[config.mk]
export PLATFORM = sky130hd
export DESIGN_NAME = wb_arbiter_2m
export DESIGN_NICKNAME = d
export VERILOG_FILES = /design/src/rtl/wb_arbiter_2m.sv
export SDC_FILE = /design/constraint.sdc
export NUM_CORES = 1
export LEC_CHECK = 0
export BUFFER_PORTS_ARGS = -buffer_cell sky130_fd_sc_hd__buf_2
export CAP_MARGIN = 0
export CELL_PAD_IN_SITES_DETAIL_PLACEMENT = 1
export CELL_PAD_IN_SITES_GLOBAL_PLACEMENT = 1
export CORE_AREA = 3 3 125 127
export CTS_BUF_LIST = sky130_fd_sc_hd__clkbuf_4 sky130_fd_sc_hd__clkbuf_8
export DETAILED_ROUTE_END_ITERATION = 7
export DIE_AREA = 0 0 128 130
export GPL_TIMING_DRIVEN = 0
export PLACE_DENSITY_LB_ADDON = 0.08
export SLEW_MARGIN = 20
export SYNTH_ARGS = -nofsm -noshare
export SYNTH_HDL_FRONTEND = slang
export SYNTH_SLANG_ARGS = --single-unit
[constraint.sdc]
create_clock -name clk_i -period 2.97 [get_ports clk_i]
set_clock_uncertainty 0.2 [all_clocks]
set_input_delay 0.4455 -clock clk_i [delete_from_list [all_inputs] [get_ports clk_i]]
set_output_delay 0.4455 -clock clk_i [all_outputs]
set_load 0.02 [all_outputs]
[src/rtl/wb_arbiter_2m.sv]
// Two-master Wishbone arbiter with round-robin ownership, a forced idle gap
// between owners, and a watchdog that aborts slave cycles that never terminate.
module wb_arbiter_2m #(
  parameter int ADDR_WIDTH = 32,
  parameter int DATA_WIDTH = 32,
  parameter int TIMEOUT    = 255
) (
  input  logic                    clk_i,
  input  logic                    rst_i,
  input  logic                    m0_cyc_i,
  input  logic                    m0_stb_i,
  input  logic                    m0_we_i,
  input  logic [ADDR_WIDTH-1:0]   m0_adr_i,
  input  logic [DATA_WIDTH-1:0]   m0_dat_i,
  input  logic [DATA_WIDTH/8-1:0] m0_sel_i,
  output logic [DATA_WIDTH-1:0]   m0_dat_o,
  output logic                    m0_ack_o,
  output logic                    m0_err_o,
  output logic                    m0_rty_o,
  input  logic                    m1_cyc_i,
  input  logic                    m1_stb_i,
  input  logic                    m1_we_i,
  input  logic [ADDR_WIDTH-1:0]   m1_adr_i,
  input  logic [DATA_WIDTH-1:0]   m1_dat_i,
  input  logic [DATA_WIDTH/8-1:0] m1_sel_i,
  output logic [DATA_WIDTH-1:0]   m1_dat_o,
  output logic                    m1_ack_o,
  output logic                    m1_err_o,
  output logic                    m1_rty_o,
  output logic                    s_cyc_o,
  output logic                    s_stb_o,
  output logic                    s_we_o,
  output logic [ADDR_WIDTH-1:0]   s_adr_o,
  output logic [DATA_WIDTH-1:0]   s_dat_o,
  output logic [DATA_WIDTH/8-1:0] s_sel_o,
  input  logic [DATA_WIDTH-1:0]   s_dat_i,
  input  logic                    s_ack_i,
  input  logic                    s_err_i,
  input  logic                    s_rty_i,
  output logic [1:0]              grant_o,
  output logic                    timeout_o
);

  localparam int CNT_W = 16;
  localparam logic [CNT_W-1:0] CNT_LAST = CNT_W'(TIMEOUT - 1);

  typedef enum logic [1:0] {IDLE, OWN0, OWN1, ABORT} state_t;

  state_t           state_q, state_d;
  logic             last_q, last_d;
  logic [CNT_W-1:0] cnt_q, cnt_d;

  logic own0, own1, aborting;
  logic owner_cyc, owner_stb, slave_term;

  assign own0       = (state_q == OWN0);
  assign own1       = (state_q == OWN1);
  assign aborting   = (state_q == ABORT);
  assign owner_cyc  = own1 ? m1_cyc_i : m0_cyc_i;
  assign owner_stb  = own1 ? m1_stb_i : m0_stb_i;
  assign slave_term = s_ack_i | s_err_i | s_rty_i;

  always_comb begin
    state_d = state_q;
    last_d  = last_q;
    cnt_d   = cnt_q;
    case (state_q)
      IDLE: begin
        cnt_d = '0;
        // On a tie the master that was not served last wins.
        if (m0_cyc_i && (!m1_cyc_i || last_q)) begin
          state_d = OWN0;
          last_d  = 1'b0;
        end else if (m1_cyc_i) begin
          state_d = OWN1;
          last_d  = 1'b1;
        end
      end
      OWN0, OWN1: begin
        if (!owner_cyc) begin
          state_d = IDLE;
          cnt_d   = '0;
        end else if (owner_stb && !slave_term) begin
          if (cnt_q == CNT_LAST) begin
            state_d = ABORT;
            cnt_d   = '0;
          end else begin
            cnt_d = cnt_q + 1'b1;
          end
        end else begin
          cnt_d = '0;
        end
      end
      ABORT: begin
        state_d = IDLE;
        cnt_d   = '0;
      end
      default: begin
        state_d = IDLE;
        cnt_d   = '0;
      end
    endcase
  end

  always_ff @(posedge clk_i or posedge rst_i) begin
    if (rst_i) begin
      state_q <= IDLE;
      last_q  <= 1'b1;
      cnt_q   <= '0;
    end else begin
      state_q <= state_d;
      last_q  <= last_d;
      cnt_q   <= cnt_d;
    end
  end

  assign s_cyc_o = own0 ? m0_cyc_i : (own1 ? m1_cyc_i : 1'b0);
  assign s_stb_o = own0 ? m0_stb_i : (own1 ? m1_stb_i : 1'b0);
  assign s_we_o  = own0 ? m0_we_i  : (own1 ? m1_we_i  : 1'b0);
  assign s_adr_o = own0 ? m0_adr_i : (own1 ? m1_adr_i : '0);
  assign s_dat_o = own0 ? m0_dat_i : (own1 ? m1_dat_i : '0);
  assign s_sel_o = own0 ? m0_sel_i : (own1 ? m1_sel_i : '0);

  assign m0_dat_o = s_dat_i;
  assign m1_dat_o = s_dat_i;

  // During ABORT last_q still names the owner; slave terminations are masked.
  assign m0_ack_o = own0 & s_ack_i;
  assign m0_rty_o = own0 & s_rty_i;
  assign m0_err_o = (own0 & s_err_i) | (aborting & ~last_q);
  assign m1_ack_o = own1 & s_ack_i;
  assign m1_rty_o = own1 & s_rty_i;
  assign m1_err_o = (own1 & s_err_i) | (aborting & last_q);

  assign grant_o   = {own1 | (aborting & last_q), own0 | (aborting & ~last_q)};
  assign timeout_o = aborting;

endmodule

**Word level (Yosys, flattened, before mapping)**

Index checks and enable logic that the tools add are counted.

- Register bits after elaboration: 19
- Output and inout bits: 144

- Add/subtract/negate cells: 1
- Eq/ne operators: 7
- Muxes and demuxes: 26
- Bitwise logic cells: 15
- Reduce and logical (&&, ||, !) cells: 11

Operators with widths:

| cell | number |
|---|---|
| 32-bit two-way mux | 4 |
| 16-bit two-way mux | 3 |
| 16-bit case mux with 2 select lines | 1 |
| 16-bit by 1-bit adder with 16-bit output (second input constant) | 1 |
| 16-bit by 8-bit == test with 1-bit output (second input constant) | 1 |
| 1-bit two-way mux | 10 |
| 2-bit two-way mux | 5 |
| 3-bit inequality test (second input constant) | 3 |
| 1-bit bitwise AND | 8 |
| 4-bit two-way mux | 2 |
| 1-bit bitwise OR | 6 |
| 2-bit case mux with 3 select lines | 1 |
| 2-bit == test (second input constant) | 2 |
| 2-bit OR reduction | 2 |
| 3-bit AND reduction | 1 |
| 2-bit by 1-bit == test with 1-bit output (second input constant) | 1 |
| 1-bit logical AND | 2 |
| 1-bit logical NOT | 2 |
| 2-bit logical NOT | 1 |
| 2-bit AND reduction | 1 |
| 2-bit nonzero test | 1 |
| 1-bit logical OR | 1 |
| 1-bit NOT | 1 |

**Longest topological paths before layout**

- Word-level depth: 7
- Mapped depth: 8
- Depth with buffers taken out: 6

**Worst setup path after synthesis**

OpenSTA, ideal clock, no wires.

- Path type: flip-flop to output port
- Start point: register state_q[0]
- End point: output port s_dat_o[13]
- Arrival time: 1,650 ps
- Path slack: 675 ps
- Stages on the path, launching flop included: 9
- Cell sequence: dfrtp_1 -> inv_1 -> ha_1 -> buf_6 -> nor2b_1 -> clkbuf_1 -> buf_2 -> buf_2 -> a22o_1

- Cells in the longest elaborated chain, start to end: 3

Ends and longest elaborated chain:

| item | RTL line | source |
|---|---|---|
| from (decl) | 49 | `state_t state_q, state_d;` |
| from (signal assigned) | 111 | `state_q <= state_d;` |
| 2-bit == test | 57 | `assign own1 = (state_q == OWN1);` |
| 32-bit two-way mux | 121 | `assign s_dat_o = own0 ? m0_dat_i : (own1 ? m1_dat_i : '0);` |
| 32-bit two-way mux (*) | 121 |  |
| to (decl) | 34 | `output logic [DATA_WIDTH-1:0] s_dat_o,` |

Mark *: on every way between the ends. The rest lies on a longest branch, timed or not.

**Final worst setup path**

- Start point: register state_q[0]
- End point: output port s_adr_o[13]

- Cells in the longest elaborated chain, start to end: 3

Ends and longest elaborated chain:

| item | RTL line | source |
|---|---|---|
| 2-bit == test | 57 |  |
| 32-bit two-way mux | 120 | `assign s_adr_o = own0 ? m0_adr_i : (own1 ? m1_adr_i : '0);` |
| 32-bit two-way mux (*) | 120 |  |
| to (decl) | 33 | `output logic [ADDR_WIDTH-1:0] s_adr_o,` |

Marks and branches as above.

==> run metrics <==
status=completed; launching point of the worst reg2reg path=state_q[0]; synthesized cell area=2310 um^2; area of placed instances=3990 um^2; largest net degree at the start of global routing=20; I/O Pins=323; share of synthesized area occupied by flip-flops and latches=20.7%; shortest clock period the worst path allows after layout=2.85 ns; # rows=44; number of levels in the clock H-tree=1; Layout Nets=754; number of global-route vias before repair=3,315; detailed-route wire length per cell=21.2 um; worst-margin pin slew=0.749 ns; buffer count from post-CTS setup fixing=0; worst slew slack as a fraction of its limit=50.0%; Total Power Consumption=3.34 mW; initial standard-cell utilization of the core=15.9%; worst reg2reg path depth=8; final hold violations=0; cell with the largest stage delay on the worst path=dfrtp_1; final cycle utilization of the critical path=95.8%; sort of element at the end of the critical path=output port; area of all placed cells without fillers=4140 um^2; minimum setup slack among reg-to-reg paths=0.69 ns; delay contributed by the slowest stage of the critical path=0.42 ns; count of hold buffers inserted by post-cts repair=0; insertion delay of the later-clocked pin in the worst-skew pair=0.26 ns; antenna violations before repair=0; weighted congestion at the end of routability-driven global placement=0.770; deepest clock path buffer count=2; async set-or-reset flop fraction in the synthesized netlist=100%; slack of the critical path=0.125 ns; die height=130 um; aggregate global-route resource usage=17.4%; first-pass GRT wire length=21,700 um; total negative slack for setup checks=0 ns; critical path type=reg2out; reg-to-reg endpoint=cnt_q[7]; relative area change from synthesis to final layout=79.6%; post-detailed-routing wire length=15,900 um; filler cell count=1,815; number of instances in the synthesized netlist=275; most frequent cells in the layout=buf_2, buf_4, a22o_1; HPWL reported at the end of detailed placement=14,300 um; ys flop type=dfrtp_1; Final Slew Violations=0; leakage power=2.43 nW; count of warnings emitted by yosys=0; maximum net fanout on the critical path=10; setup repair after global routing missed its margin=yes; DP Worst Slack=-0.0270 ns; overall die area=16,600 um^2; IO Port Bufs=290; Final setup viols=0; total clock buffers created by CTS=3; fraction of layout cells with a size suffix above 1=67.4%; signal arrival time at the worst endpoint=2.20 ns; vias per std cell=4.24; clk root buf=clkbuf_8; maximum VDD drop=0.302 mV; total iterations of the first detailed-routing run=4; count of flip-flops with a built-in enable after synthesis=0; startpoint of the most critical setup path=state_q[0]; number of library cell types mapped by synthesis=37; Setup crit start kind=register; clock slew seen by the registers of the worst setup and hold paths=0.08 ns; Iteration-0 DRC Markers=120; remaining global-route overflow=0; most common cell after layout, fill and taps aside=buf_2; worst-path cell chain=inv_1, ha_1, buf_6, nor2b_1, clkbuf_2, clkbuf_1, a22o_1, buf_2; peak clock frequency supported by timing=351 MHz; # clock sinks=19; total power divided by cell area=807 nW/um^2; data required time of the worst path=2.32 ns; count of inserted antenna diode cells=0; core region area=14,500 um^2; final core utilization=28.5%; post-synthesis register bit count=19; TritonCTS clock tree=done; die outline width=128 um; Resized Gates After CTS=6; via count=3,185; type of the most critical hold path=in2async; remaining antenna violation count after routing=0; Max Cap Violations=0; post-detailed-route DRC marker count=0; post-synthesis average cell area=8.39 um^2; Mapped Nets=460
[cells in the mapped netlist (all sizes together), types with 2 or more instances]
library cell / instances / area [um^2]
ha: 6 / 75.1
xor2: 7 / 61.3
mux2i: 2 / 20.0
nand2: 13 / 48.8
xnor2: 5 / 43.8
nand2b: 2 / 12.5
clkbuf: 13 / 48.8
nor2: 17 / 63.8
mux2: 2 / 30.0
and2: 6 / 37.5
or3: 2 / 12.5
o21ai: 6 / 30.0
inv: 6 / 22.5
nor3b: 2 / 15.0
nand4: 5 / 31.3
nor3: 2 / 10.0
buf: 70 / 515
dfrtp: 18 / 450
and4: 3 / 26.3
a21oi: 3 / 15.0
a22o: 69 / 604
nand3: 5 / 25.0
[flip-flops by register name, summed over array words and instances (netlist names)]
name and cells:
last_q 1, cnt_q 16, state_q 2
[worst max-delay path: cells and delay by family (launching register included)]
family	cells	cell delay, ns
compound gates	1	0.21
fa+ha+maj	1	0.16
buf+inv	5	1.02
flops	1	0.42
simple gates	1	0.13
[worst max-delay path by stage]
| stage | end | cells past startpoint | slack, ns |
|---|---|---|---|
| after global routing | s_dat_o[30] | 9 | -0.08 |
| after detailed placement | s_dat_o[22] | 7 | -0.03 |
| after CTS | s_dat_o[23] | 9 | -0.01 |
| after global placement | s_dat_o[22] | 7 | 0.03 |
| after floorplan | s_dat_o[13] | 8 | 0.67 |
| final | s_adr_o[13] | 8 | 0.12 |
[cell type report]
cell class / count / area [um^2] / share of cell area, %
Tap cell: 184 / 230 / 5.56
Clock buffer: 4 / 48.8 / 1.18
Sequential cell: 19 / 477 / 11.5
Multi-Input combinational cell: 167 / 1320 / 31.9
Buffer: 82 / 584 / 14.1
Timing Repair Buffer: 290 / 1460 / 35.2
Inverter: 6 / 22.5 / 0.544
[where the power goes]
group          switching [mW]  internal [mW]
clock                  0.0920          0.105
sequential             0.0251          0.286
combinational            1.77           1.06
total                    1.89           1.45
[per-stage QoR]
stage	hold slack [ns]	cells
floorplan	0.196	275
global placement	0.297	749
detailed placement	0.299	749
CTS	0.142	753
global route	0.182	752
finish	0.102	752
[layer usage]
metal,wire length [um],track usage (%),up-vias
li1,-,-,1521
met1,6760,23.4,1518
met2,7610,29.0,142
met3,1480,4.95,4
met4,46,1.50,0
met5,0,0,-
[logic make-up after synthesis]
kind of cell | synth area share [%]
buf+inv | 25.4
flops | 20.7
simple gates | 13.6
compound gates | 30.3
fa+ha+maj | 3.26
xor+xnor | 4.56
mux | 2.17
Note: power is estimated with default switching activity, not from simulation.
